===== config.mk =====
export PLATFORM = sky130hd
export DESIGN_NAME = secure_reg_arbiter
export DESIGN_NICKNAME = d
export VERILOG_FILES = /design/src/rtl/secure_reg_arbiter.sv
export SDC_FILE = /design/constraint.sdc
export NUM_CORES = 1
export LEC_CHECK = 0
export ABC_AREA = 1
export CAP_MARGIN = 20
export CORE_MARGIN = 1.5
export CORE_UTILIZATION = 25
export DETAILED_ROUTE_END_ITERATION = 8
export PLACE_DENSITY_LB_ADDON = 0.3
export SYNTH_ARGS = -nofsm -noshare
export SYNTH_HDL_FRONTEND = slang
export SYNTH_SLANG_ARGS = --single-unit

===== constraint.sdc =====
create_clock -name clk -period 3.1 [get_ports clk]
set_input_delay 0.31 -clock clk [delete_from_list [all_inputs] [get_ports clk]]
set_output_delay 0.31 -clock clk [all_outputs]
set_load 0.01 [all_outputs]

===== src/rtl/secure_reg_arbiter.sv =====
// Round-robin arbiter giving NUM_REQ requesters fixed-latency access to one secure register.
// Optional per-requester violation lockout is compiled in when SECURE_ARB_LOCKOUT_EN is defined.
module secure_reg_arbiter #(
  parameter int DATA_WIDTH  = 32,
  parameter int NUM_REQ     = 4,
  parameter int TID_WIDTH   = 4,
  parameter int LOCK_THRESH = 3
) (
  input  logic                            clk,
  input  logic                            rst_n,
  input  logic [NUM_REQ-1:0]              req,
  input  logic [NUM_REQ-1:0]              req_wr,
  input  logic [NUM_REQ*DATA_WIDTH-1:0]   req_wdata,
  input  logic [NUM_REQ*TID_WIDTH-1:0]    req_tid,
  output logic [NUM_REQ-1:0]              resp_valid,
  output logic [DATA_WIDTH-1:0]           resp_rdata,
  output logic                            resp_err,
  output logic                            reg_access_en,
  output logic                            reg_wr_en,
  output logic [DATA_WIDTH-1:0]           reg_data_in,
  output logic [TID_WIDTH-1:0]            reg_thread_id,
  input  logic [DATA_WIDTH-1:0]           reg_data_out,
  output logic [NUM_REQ-1:0]              lock_status
);

  localparam int IDX_W = $clog2(NUM_REQ);

  typedef enum logic [1:0] {
    IDLE    = 2'd0,
    ISSUE   = 2'd1,
    CAPTURE = 2'd2,
    RESP    = 2'd3
  } state_e;

  state_e                 state_q, state_d;
  logic [IDX_W-1:0]       rr_ptr_q, rr_ptr_d;
  logic [IDX_W-1:0]       idx_q, idx_d;
  logic                   wr_q, wr_d;
  logic                   perm_q, perm_d;
  logic [IDX_W-1:0]       sel_s;
  logic                   sel_found_s;
  logic [NUM_REQ-1:0]     eligible_s;
  logic [NUM_REQ-1:0]     resp_valid_q, resp_valid_d;
  logic [DATA_WIDTH-1:0]  resp_rdata_q, resp_rdata_d;
  logic                   resp_err_q, resp_err_d;
  logic                   reg_access_en_q, reg_access_en_d;
  logic                   reg_wr_en_q, reg_wr_en_d;
  logic [DATA_WIDTH-1:0]  reg_data_in_q, reg_data_in_d;
  logic [TID_WIDTH-1:0]   reg_thread_id_q, reg_thread_id_d;

  if (NUM_REQ < 2 || NUM_REQ > 8 || LOCK_THRESH < 1 || LOCK_THRESH > 7) begin : g_param_check
    $error("secure_reg_arbiter: parameter out of range");
  end

`ifdef SECURE_ARB_LOCKOUT_EN
  logic [NUM_REQ-1:0][2:0] viol_q, viol_d;
  logic [NUM_REQ-1:0]      lock_q, lock_d;

  // Saturating violation count per requester; lock is sticky once the threshold is met.
  always_comb begin
    viol_d = viol_q;
    lock_d = lock_q;
    for (int i = 0; i < NUM_REQ; i++) begin
      if (state_q == RESP && !perm_q && idx_q == IDX_W'(i) && viol_q[i] != 3'd7) begin
        viol_d[i] = viol_q[i] + 3'd1;
      end else begin
        viol_d[i] = viol_q[i];
      end
      if (viol_d[i] >= 3'(LOCK_THRESH)) begin
        lock_d[i] = 1'b1;
      end else begin
        lock_d[i] = lock_q[i];
      end
    end
  end

  // Violation counter and lock registers.
  always_ff @(posedge clk or negedge rst_n) begin
    if (!rst_n) begin
      viol_q <= '0;
      lock_q <= '0;
    end else begin
      viol_q <= viol_d;
      lock_q <= lock_d;
    end
  end

  assign eligible_s  = req & ~lock_q;
  assign lock_status = lock_q;
`else
  assign eligible_s  = req;
  assign lock_status = '0;
`endif

  // First eligible requester at or after the round-robin pointer.
  always_comb begin
    logic [IDX_W-1:0] cand;
    cand        = '0;
    sel_found_s = 1'b0;
    sel_s       = '0;
    for (int k = 0; k < NUM_REQ; k++) begin
      cand = IDX_W'((int'(rr_ptr_q) + k) % NUM_REQ);
      if (!sel_found_s && eligible_s[cand]) begin
        sel_found_s = 1'b1;
        sel_s       = cand;
      end else begin
        sel_found_s = sel_found_s;
      end
    end
  end

  // Next-state and next-output logic; every path takes the same four cycles.
  always_comb begin
    state_d         = state_q;
    rr_ptr_d        = rr_ptr_q;
    idx_d           = idx_q;
    wr_d            = wr_q;
    perm_d          = perm_q;
    resp_valid_d    = '0;
    resp_rdata_d    = '0;
    resp_err_d      = 1'b0;
    reg_access_en_d = 1'b0;
    reg_wr_en_d     = 1'b0;
    reg_data_in_d   = '0;
    reg_thread_id_d = '0;
    case (state_q)
      IDLE: begin
        if (sel_found_s) begin
          idx_d           = sel_s;
          wr_d            = req_wr[sel_s];
          perm_d          = (req_tid[int'(sel_s)*TID_WIDTH +: TID_WIDTH] == '0);
          reg_access_en_d = perm_d;
          reg_wr_en_d     = perm_d & wr_d;
          if (perm_d) begin
            reg_data_in_d   = req_wdata[int'(sel_s)*DATA_WIDTH +: DATA_WIDTH];
            reg_thread_id_d = req_tid[int'(sel_s)*TID_WIDTH +: TID_WIDTH];
          end else begin
            reg_data_in_d   = '0;
            reg_thread_id_d = '0;
          end
          state_d = ISSUE;
        end else begin
          state_d = IDLE;
        end
      end
      ISSUE: begin
        state_d = CAPTURE;
      end
      CAPTURE: begin
        resp_valid_d = {{(NUM_REQ-1){1'b0}}, 1'b1} << idx_q;
        resp_err_d   = !perm_q;
        if (perm_q && !wr_q) begin
          resp_rdata_d = reg_data_out;
        end else begin
          resp_rdata_d = '0;
        end
        state_d = RESP;
      end
      RESP: begin
        if (idx_q == IDX_W'(NUM_REQ - 1)) begin
          rr_ptr_d = '0;
        end else begin
          rr_ptr_d = idx_q + IDX_W'(1);
        end
        state_d = IDLE;
      end
      default: begin
        state_d = IDLE;
      end
    endcase
  end

  // State, transaction context and registered outputs.
  always_ff @(posedge clk or negedge rst_n) begin
    if (!rst_n) begin
      state_q         <= IDLE;
      rr_ptr_q        <= '0;
      idx_q           <= '0;
      wr_q            <= 1'b0;
      perm_q          <= 1'b0;
      resp_valid_q    <= '0;
      resp_rdata_q    <= '0;
      resp_err_q      <= 1'b0;
      reg_access_en_q <= 1'b0;
      reg_wr_en_q     <= 1'b0;
      reg_data_in_q   <= '0;
      reg_thread_id_q <= '0;
    end else begin
      state_q         <= state_d;
      rr_ptr_q        <= rr_ptr_d;
      idx_q           <= idx_d;
      wr_q            <= wr_d;
      perm_q          <= perm_d;
      resp_valid_q    <= resp_valid_d;
      resp_rdata_q    <= resp_rdata_d;
      resp_err_q      <= resp_err_d;
      reg_access_en_q <= reg_access_en_d;
      reg_wr_en_q     <= reg_wr_en_d;
      reg_data_in_q   <= reg_data_in_d;
      reg_thread_id_q <= reg_thread_id_d;
    end
  end

  assign resp_valid    = resp_valid_q;
  assign resp_rdata    = resp_rdata_q;
  assign resp_err      = resp_err_q;
  assign reg_access_en = reg_access_en_q;
  assign reg_wr_en     = reg_wr_en_q;
  assign reg_data_in   = reg_data_in_q;
  assign reg_thread_id = reg_thread_id_q;

endmodule


==> flow_metrics.env <==
export IMPL_status="finished, final reports clean"
export IMPL_finish_instance_area_um2=8190
export IMPL_cp_required_ps=3360
export IMPL_synth_area_um2=5080
export IMPL_cts_hold_buf=1
export IMPL_synth_distinct_cells=25
export IMPL_grt_usage_pct=15.5
export IMPL_drcViolationCount=0
export IMPL_fin_ws_ps=588
export IMPL_hold_violations=0
export IMPL_synth_xor_area_share_pct=0
export IMPL_dpl_hpwl_mm=11.7
export IMPL_fin_nets=1173
export IMPL_crit_fanout=33
export IMPL_portBuffers=260
export IMPL_wl_per_cell_um=12.8
export IMPL_first_pass_iters=4
export IMPL_r2r_start="rr_ptr_q[0]"
export IMPL_syn_inst=733
export IMPL_dpl_cell_count=1232
export IMPL_coreArea_um2=19700
export IMPL_whs_ps=444
export IMPL_grt_overflow=0
export IMPL_p_per_area_nw_per_um2=921
export IMPL_yosysSeqAreaShare_pct=40.9
export IMPL_initial_utilization_pct=25.8
export IMPL_r2r_end="reg_data_in[13]"
export IMPL_slew_headroom_pct=50.8
export IMPL_stdcell_count=1249
export IMPL_async_flop_share_pct=100
export IMPL_die_h_um=146
export IMPL_clk_path_buf_depth=2
export IMPL_hp_class="in -> async"
export IMPL_rows=51
export IMPL_worst_slew_pin_slew_ps=736
export IMPL_rsz0062_at_grt="no"
export IMPL_grt_pass1_wl_mm=26.0
export IMPL_arrival_ps=2770
export IMPL_path_class="reg -> reg"
export IMPL_fillers=2016
export IMPL_drive_gt1_share_pct=6.00
export IMPL_vdd_drop_max_uv=760
export IMPL_synth_common_cells="inv_1 (202), nand2_1 (151), dfrtp_1 (83)"
export IMPL_synth_edf_count=0
export IMPL_post_cts_resize_count=0
export IMPL_report_final_slew_viol_count=0
export IMPL_endpoint_kind="flip-flop"
export IMPL_fmax_mhz=398
export IMPL_drv_cap=0
export IMPL_synth_top_family_by_area="simple AND/OR/NAND/NOR gates"
export IMPL_reg2reg_depth=15
export IMPL_synth_top_cell_area_share_pct=40.9
export IMPL_postPlaceCellArea_um2=7870
export IMPL_power_total_mw=7.54
export IMPL_htreeDepth=3
export IMPL_final_setup_tns_ps=0
export IMPL_grt_pass1_vias=4927
export IMPL_setup_viol=0
export IMPL_cts_tree="built"
export IMPL_reg2reg_setup_slack_ps=590
export IMPL_postCtsSetupBuffers=0
export IMPL_synth_flop_cell="dfrtp_1"
export IMPL_die_x_um=146
export IMPL_drt_total_wl_mm=16.0
export IMPL_synthTopCellsByArea="dfrtp_1 (41%), inv_1 (15%), nand2_1 (11%)"
export IMPL_clkSinkCount=83
export IMPL_synth_compound_area_share_pct=0.615
export IMPL_root_buffer="clkbuf_16"
export IMPL_final_util_pct=41.5
export IMPL_place_ws_ps=457
export IMPL_path_clk_slew_ps=70
export IMPL_postRouteAntennaNets=0
export IMPL_yosys_register_bits=83
export IMPL_synth_largest_area_cell="dfrtp_1"
export IMPL_die_area_um2=21200
export IMPL_numCtsBuffers=9
export IMPL_syn_avg_cell_area_um2=6.93
export IMPL_ys_warn_count=0
export IMPL_drt_iter0_drc=134
export IMPL_period_share_pct=81.0
export IMPL_grt_max_degree=67
export IMPL_fin_crit_ps=2510
export IMPL_area_delta_synth_final_pct=61.1
export IMPL_vias_per_cell=4.16
export IMPL_vias=5197
export IMPL_yosys_mux_area_fraction_pct=0
export IMPL_antenna_cells=0
export IMPL_antenna_found_initial=0
export IMPL_io_pins=265
export IMPL_place_congestion=0.785
export IMPL_insertion_delay_ps=350
export IMPL_p_leak_nw=4.45
export IMPL_yosys_area_share_simple_pct=35.1
export IMPL_critPathLaunchType="flip-flop"
export IMPL_yosysMostFrequentCell="inv_1"
export IMPL_skew_ps=6.49
export IMPL_synthAdderAreaFrac_pct=1.97
[critical path, stage by stage (launching register included)]
cell	delay, ps
dfrtp_1	630
inv_6	90
nand2_1	90
nand2_2	80
nand2_1	80
nand2_1	90
nor2_4	140
nand3_1	100
nand3_2	90
nand2_4	150
clkinv_2	90
buf_4	400
nand3_1	140
nand2_1	90
inv_1	40
nor2_1	100
[layout make-up]
class	count	area, µm²	area share, %
timing repair buffer	273	2710	33.1
sequential	83	2080	25.4
multi-input combinational	398	1950	23.9
inverter	214	810	9.89
tap	265	332	4.05
clock buffer	9	225	2.75
clock inverter	7	76.3	0.932
[where the power goes]
group / internal [mW] / leakage, nW / switching (mW)
Combinational: 1.84 / 3.17 / 3.12
Sequential: 1.36 / 1.13 / 0.132
Clock: 0.574 / 0.149 / 0.517
[kinds of logic after synthesis]
family / Yosys count
AO/OA/AOI/OAI: 6
adder cells (fa/ha/maj): 8
buffers and inverters: 259
flip-flops: 83
other: 1
AND/OR/NAND/NOR: 376
[cells in the final DEF (no fill, tap or decap), types with 5 or more instances in the layout]
master	Yosys	layout
clkdlybuf4s50_1	0	259
inv_1	202	202
nand2_1	151	151
dfrtp_1	83	83
nand3_1	74	74
nand4_1	68	68
nor2_1	61	61
buf_4	8	12
inv_2	10	10
clkbuf_16	0	9
nor2_2	8	8
ha_1	8	8
conb_1	1	8
o21ai_0	5	5
[layer usage]
metal	GRT usage (%)	wire, µm	vias up
li1	-	-	2664
met1	18.6	6820	2319
met2	26.3	7880	192
met3	4.20	1010	22
met4	5.71	313	0
met5	0	0	-
[sequential cells by signal, indices dropped and copies added (netlist names)]
signal	count
reg_data_in	32
resp_rdata	32
reg_thread_id	4
resp_valid	4
idx_q	2
rr_ptr_q	2
state_q	2
perm_q	1
reg_access_en	1
reg_wr_en	1
resp_err	1
wr_q	1
[worst max path at each step]
| stage | start | to | slack (ps) | cells past startpoint |
|---|---|---|---|---|
| after CTS | rr_ptr_q[0] | reg_data_in[13] | 560 | 12 |
| after global placement | req[3] | reg_data_in[30] | 510 | 15 |
| after detailed placement | req[3] | reg_data_in[4] | 460 | 12 |
| after global routing | rr_ptr_q[0] | reg_data_in[10] | 300 | 15 |
| after floorplan | rr_ptr_q[0] | reg_data_in[23] | 1270 | 15 |
| final | rr_ptr_q[0] | reg_data_in[13] | 590 | 15 |
(Power assumes the default switching activity.)
